`src/rtl/mem_bus_arbiter.sv`:
```
`default_nettype none
// ============================================================================
// Module   : mem_bus_arbiter
// Purpose  : Shares the system memory bus between the CPU and a DMA/loader
//            master. Ownership changes only at safe points (CPU instruction
//            completion, DMA burst end or beat limit). Every handover goes
//            through one dead cycle so that in-flight read data is returned
//            to the master that issued the read.
// Ports    : clk, reset (async, active-high)
//            cpu_*  : CPU request side (req/we/addr/wdata/instr_complete)
//                     and grant / read-return (gnt/rdata/rvalid)
//            dma_*  : DMA request side (req/we/addr/wdata) and grant /
//                     read-return (gnt/rdata/rvalid)
//            mem_*  : muxed bus to memory decode; mem_rdata returns one
//                     cycle after mem_read
//            owner  : 00 IDLE, 01 CPU, 10 DMA, 11 HANDOVER
// Revision : 1.0  initial release
// ============================================================================
module mem_bus_arbiter #(
    parameter int ADDR_WIDTH    = 16,
    parameter int DATA_WIDTH    = 8,
    parameter int DMA_MAX_BEATS = 8
) (
    input  logic                  clk,
    input  logic                  reset,
    input  logic                  cpu_req,
    input  logic                  cpu_we,
    input  logic [ADDR_WIDTH-1:0] cpu_addr,
    input  logic [DATA_WIDTH-1:0] cpu_wdata,
    input  logic                  cpu_instr_complete,
    output logic                  cpu_gnt,
    output logic [DATA_WIDTH-1:0] cpu_rdata,
    output logic                  cpu_rvalid,
    input  logic                  dma_req,
    input  logic                  dma_we,
    input  logic [ADDR_WIDTH-1:0] dma_addr,
    input  logic [DATA_WIDTH-1:0] dma_wdata,
    output logic                  dma_gnt,
    output logic [DATA_WIDTH-1:0] dma_rdata,
    output logic                  dma_rvalid,
    output logic [ADDR_WIDTH-1:0] mem_addr,
    output logic                  mem_read,
    output logic                  mem_write,
    output logic [DATA_WIDTH-1:0] mem_wdata,
    input  logic [DATA_WIDTH-1:0] mem_rdata,
    output logic [1:0]            owner
);

    localparam int c_BEAT_W = $clog2(DMA_MAX_BEATS + 1);
    localparam logic [c_BEAT_W-1:0] c_MAX_BEATS = c_BEAT_W'(DMA_MAX_BEATS);

    // Encoding doubles as the owner status code.
    typedef enum logic [1:0] {
        S_IDLE = 2'b00,
        S_CPU  = 2'b01,
        S_DMA  = 2'b10,
        S_HAND = 2'b11
    } state_t;

    state_t                r_state;
    logic                  r_prev_dma;   // owner before the current HANDOVER
    logic [c_BEAT_W-1:0]   r_beats;
    logic                  r_cpu_tag;    // read issued last cycle by CPU
    logic                  r_dma_tag;    // read issued last cycle by DMA

    logic                  w_cpu_acc;
    logic                  w_dma_acc;
    logic [c_BEAT_W-1:0]   w_beats_next;

    assign w_cpu_acc = (r_state == S_CPU) && cpu_req;
    assign w_dma_acc = (r_state == S_DMA) && dma_req;

    // Count includes the access in flight this cycle, so the access that
    // reaches the limit is the last one before handing back to the CPU.
    assign w_beats_next = (w_dma_acc && (r_beats != c_MAX_BEATS))
                          ? r_beats + c_BEAT_W'(1) : r_beats;

    always_comb begin
        mem_addr  = '0;
        mem_wdata = '0;
        mem_read  = 1'b0;
        mem_write = 1'b0;
        if (w_cpu_acc) begin
            mem_addr  = cpu_addr;
            mem_wdata = cpu_wdata;
            mem_read  = !cpu_we;
            mem_write = cpu_we;
        end else if (w_dma_acc) begin
            mem_addr  = dma_addr;
            mem_wdata = dma_wdata;
            mem_read  = !dma_we;
            mem_write = dma_we;
        end
    end

    always_ff @(posedge clk or posedge reset) begin
        if (reset) begin
            r_state    <= S_IDLE;
            r_prev_dma <= 1'b0;
            r_beats    <= '0;
            r_cpu_tag  <= 1'b0;
            r_dma_tag  <= 1'b0;
        end else begin
            // Tags follow the issuing master, independent of the next owner.
            r_cpu_tag <= w_cpu_acc && !cpu_we;
            r_dma_tag <= w_dma_acc && !dma_we;
            // Counter holds zero outside DMA ownership, giving a clean start.
            r_beats   <= '0;
            case (r_state)
                S_IDLE: begin
                    if (cpu_req) begin
                        r_state <= S_CPU;
                    end else if (dma_req) begin
                        r_state <= S_DMA;
                    end
                end
                S_CPU: begin
                    // A waiting DMA gets the bus only at an instruction
                    // boundary or while the CPU has stopped requesting.
                    if (dma_req && (cpu_instr_complete || !cpu_req)) begin
                        r_state    <= S_HAND;
                        r_prev_dma <= 1'b0;
                    end
                end
                S_DMA: begin
                    r_beats <= w_beats_next;
                    if (!dma_req || (cpu_req && (w_beats_next == c_MAX_BEATS))) begin
                        r_state    <= S_HAND;
                        r_prev_dma <= 1'b1;
                    end
                end
                default: begin
                    // Dead cycle: offer the bus to the other master first.
                    if (r_prev_dma ? cpu_req : dma_req) begin
                        r_state <= r_prev_dma ? S_CPU : S_DMA;
                    end else if (r_prev_dma ? dma_req : cpu_req) begin
                        r_state <= r_prev_dma ? S_DMA : S_CPU;
                    end else begin
                        r_state <= S_IDLE;
                    end
                end
            endcase
        end
    end

    assign cpu_gnt    = (r_state == S_CPU);
    assign dma_gnt    = (r_state == S_DMA);
    assign owner      = 2'(r_state);
    assign cpu_rvalid = r_cpu_tag;
    assign dma_rvalid = r_dma_tag;
    assign cpu_rdata  = r_cpu_tag ? mem_rdata : '0;
    assign dma_rdata  = r_dma_tag ? mem_rdata : '0;

endmodule
`default_nettype wire
```
`config.mk`:
```
export PLATFORM = sky130hd
export DESIGN_NAME = mem_bus_arbiter
export DESIGN_NICKNAME = d
export VERILOG_FILES = /design/src/rtl/mem_bus_arbiter.sv
export SDC_FILE = /design/constraint.sdc
export NUM_CORES = 1
export LEC_CHECK = 0
export ABC_AREA = 1
export CAP_MARGIN = 40
export CORE_MARGIN = 1.5
export CORE_UTILIZATION = 32
export DETAILED_ROUTE_END_ITERATION = 7
export GPL_TIMING_DRIVEN = 0
export MAX_ROUTING_LAYER = met4
export PLACE_DENSITY_LB_ADDON = 0.05
export SLEW_MARGIN = 0
export SYNTH_ARGS = -nofsm -noshare
export SYNTH_HDL_FRONTEND = slang
export SYNTH_SLANG_ARGS = --single-unit
```
`constraint.sdc`:
```
create_clock -name clk -period 3.3 [get_ports clk]
set_input_delay 0.33 -clock clk [delete_from_list [all_inputs] [get_ports clk]]
set_output_delay 0.33 -clock clk [all_outputs]
set_load 0.02 [all_outputs]
```
==> run metrics <==
yosys warns=0; worst-skew pair later-pin latency=about 260 ps; EDFF count, synth=0; antenna-violating nets left=0; most frequent CP cell=nand2_1; syn_nets=269; crit path capture type=output port; Syn Area/Cell=about 5.5 um2; H-tree depth=1; Inserted Clock Buffers=3; Critical path origin=owner[1]$_DFFE_PP0P_; largest net degree at the start of global routing=11; Worst Clk Skew=3.34 ps; cell taking the most area after synthesis=nand2_1; CP delay by family, top=buffers and inverters; FF+latch count, synth=9; top_reg_cell synth=dfrtp_1; die area=approximately 3800 um2; number of core rows=21; TritonCTS clock tree=done; cells after synthesis=200; first-pass GRT wire length=about 6000 um; GRT overflow=0; Adder-Cell Fraction of Synth Area=just under 7%; Post-synth ARST share=100%; Final period util=between 80% and 90%; worst-path cell chain=inv_1 -> ha_1 -> nand2_1 -> buf_2 -> buf_1 -> nand3_1 -> nand2_1 -> clkdlybuf4s50_1; PwrDens=518 nW/um2; # setup viols final=0; Die Ht=just over 60 um; vias per inst=approximately 4.6; CP Launch Type=register; Buf/Inv on CP=4; actual slew at the worst max-slew pin=about 450 ps; final cell count without fillers=360; fin crit period=slightly below 3000 ps; multi-input logic area=723 um2; clk buf depth=2; post-synth cell types=20; per-cell routed wire length=between 10 and 15 um; CP max stage delay=~620 ps; Final Hold Viols=0; Initial Utilization=about a third; Nets=~380; die extent in x=approximately 60 um; post-synthesis sequential area ratio=20.3%; initial antenna violation count=0; Total Wirelength=between 4000 and 5000 um; CTS Hold Bufs=0; Worst Path Max Fanout=10; critical path class=register to output port; post-cts resize count=0; Core Region=~3300 um2; Critical Path RT=~3000 ps; Synth Area in Compound Gates=3.61%; fillcell total=about 320; max-slew violation count=0; routability congestion estimate=between 0.7 and 0.8; Worst path slowest cell=clkdlybuf4s50_1; f_max=roughly 350 MHz; reg2reg start=owner[0]$_DFFE_PP0P_; IO buf count=110; Post-CTS Setup Inserts=0; HPWL after detailed placement=3540 um; Synth top cells by count=88 x nand2_1, 33 x nand3_1, 26 x inv_1, 9 x dfrtp_1, 6 x ha_1; clock tree sinks=9; initial DRC count=just over 70; Synth Cell Area=around 1100 um2; worst-case vdd ir drop=0.391 mV; multiplexer share of the synthesized area=0%; Area Growth Syn to Fin=107%; vias in the first global route=1432; post-synthesis simple-gate area fraction=between 50% and 60%; Yosys top cell area share=roughly 30%; num ports=about 110; Root Buffer=clkbuf_4; largest family of logic cells by synthesized area=simple AND/OR/NAND/NOR gates; Arr. time, crit path=roughly 2600 ps; Clock transition at path regs=60 ps; Leakage=approximately 1.2 nW; diodes inserted=0; Core Util, Final=about 70%; Slew headroom=about 70%; number of remaining DRC errors=0; top-count cell post-synth=nand2_1; post-synthesis xor/xnor area fraction=0.790%; Placed Cells=~360; RSZ-0062 raised after global routing=no; setup_tns=0 ps; status=completed; synth top area cells=nand2_1 30%, dfrtp_1 20%, nand3_1 15%; layout cells sized above 1=5.10%; Sequential Area=between 200 and 250 um2; DR pass1 iterations=5; Vias=~1700; GR Util All Layers=21.5%; Tightest Hold Check Type=input port to asynchronous set/reset pin; maxcap violations=0
[path summary, 6_finish.rpt]
| path | cells past startpoint | slack (ps) | to |
|---|---|---|---|
| setup / recovery | 8 | 420 | mem_addr[14] |
| hold / removal | 2 | 320 | r_prev_dma$_DFFE_PP0P_ |
| setup reg to reg | 13 | 1510 | owner[1]$_DFFE_PP0P_ |
| hold reg to reg | 2 | 510 | r_prev_dma$_DFFE_PP0P_ |
| max in group asynchronous | 2 | 2730 | r_beats[3]$_DFF_PP0_ |
| min in group clk | 2 | 510 | r_prev_dma$_DFFE_PP0P_ |
[layout by cell type (no fill, tap or decap), drive strengths merged]
master,n
a21oi,5
buf,5
clkbuf,9
clkdlybuf4s50,110
dfrtp,9
ha,6
inv,30
nand2,91
nand3,36
nand4,3
nor2,5
nor3,1
o21ai,3
xor2,1
[power breakdown]
group          leakage, nW  switching, mW  total (mW)  internal [mW]
sequential           0.118         0.0328       0.172          0.139
clock               0.0150         0.0373      0.0838         0.0465
combinational         1.04          0.509       0.933          0.423
total                 1.17          0.579        1.19          0.609
[cells by family (layout without fill, tap and decap cells)]
logic type | after synthesis | in the layout
flops | 9 | 9
compound gates | 8 | 8
xor+xnor | 1 | 1
simple gates | 136 | 136
buf+inv | 40 | 154
fa+ha+maj | 6 | 6
[cell type report]
cell class / count / share of cell area [%]
buffer: 10 / 2.07
clock buffer: 4 / 1.15
inverter: 30 / 4.91
multi-input combinational: 151 / 31.5
sequential: 9 / 9.82
tap: 46 / 2.51
timing repair buffer: 110 / 48.0
[stage by stage]
stage | power, mW | hold slack [ps] | cell area [um2] | worst slack (ps)
floorplan | 0.693 | 158 | 1110 | 1220
global placement | 1.10 | 497 | 2270 | 607
detailed placement | 1.11 | 501 | 2270 | 602
CTS | 1.20 | 324 | 2290 | 399
global route | 1.29 | 344 | 2290 | 191
finish | 1.19 | 319 | 2290 | 417
[state kept, by name, indices dropped and copies added (netlist names)]
name,cells
r_beats,4
owner,2
cpu_rvalid,1
dma_rvalid,1
r_prev_dma,1
[routing by layer]
layer	vias up	routed length [um]	part of all wire [%]	GRT usage [%]
met1	724	1510	37	23.7
met2	88	2190	53	38.2
met5	-	0	0	-
met4	0	80	1.9	9.12
li1	845	-	-	-
met3	7	342	8.3	3.31
No activity file was read; power rests on OpenSTA's default activity.
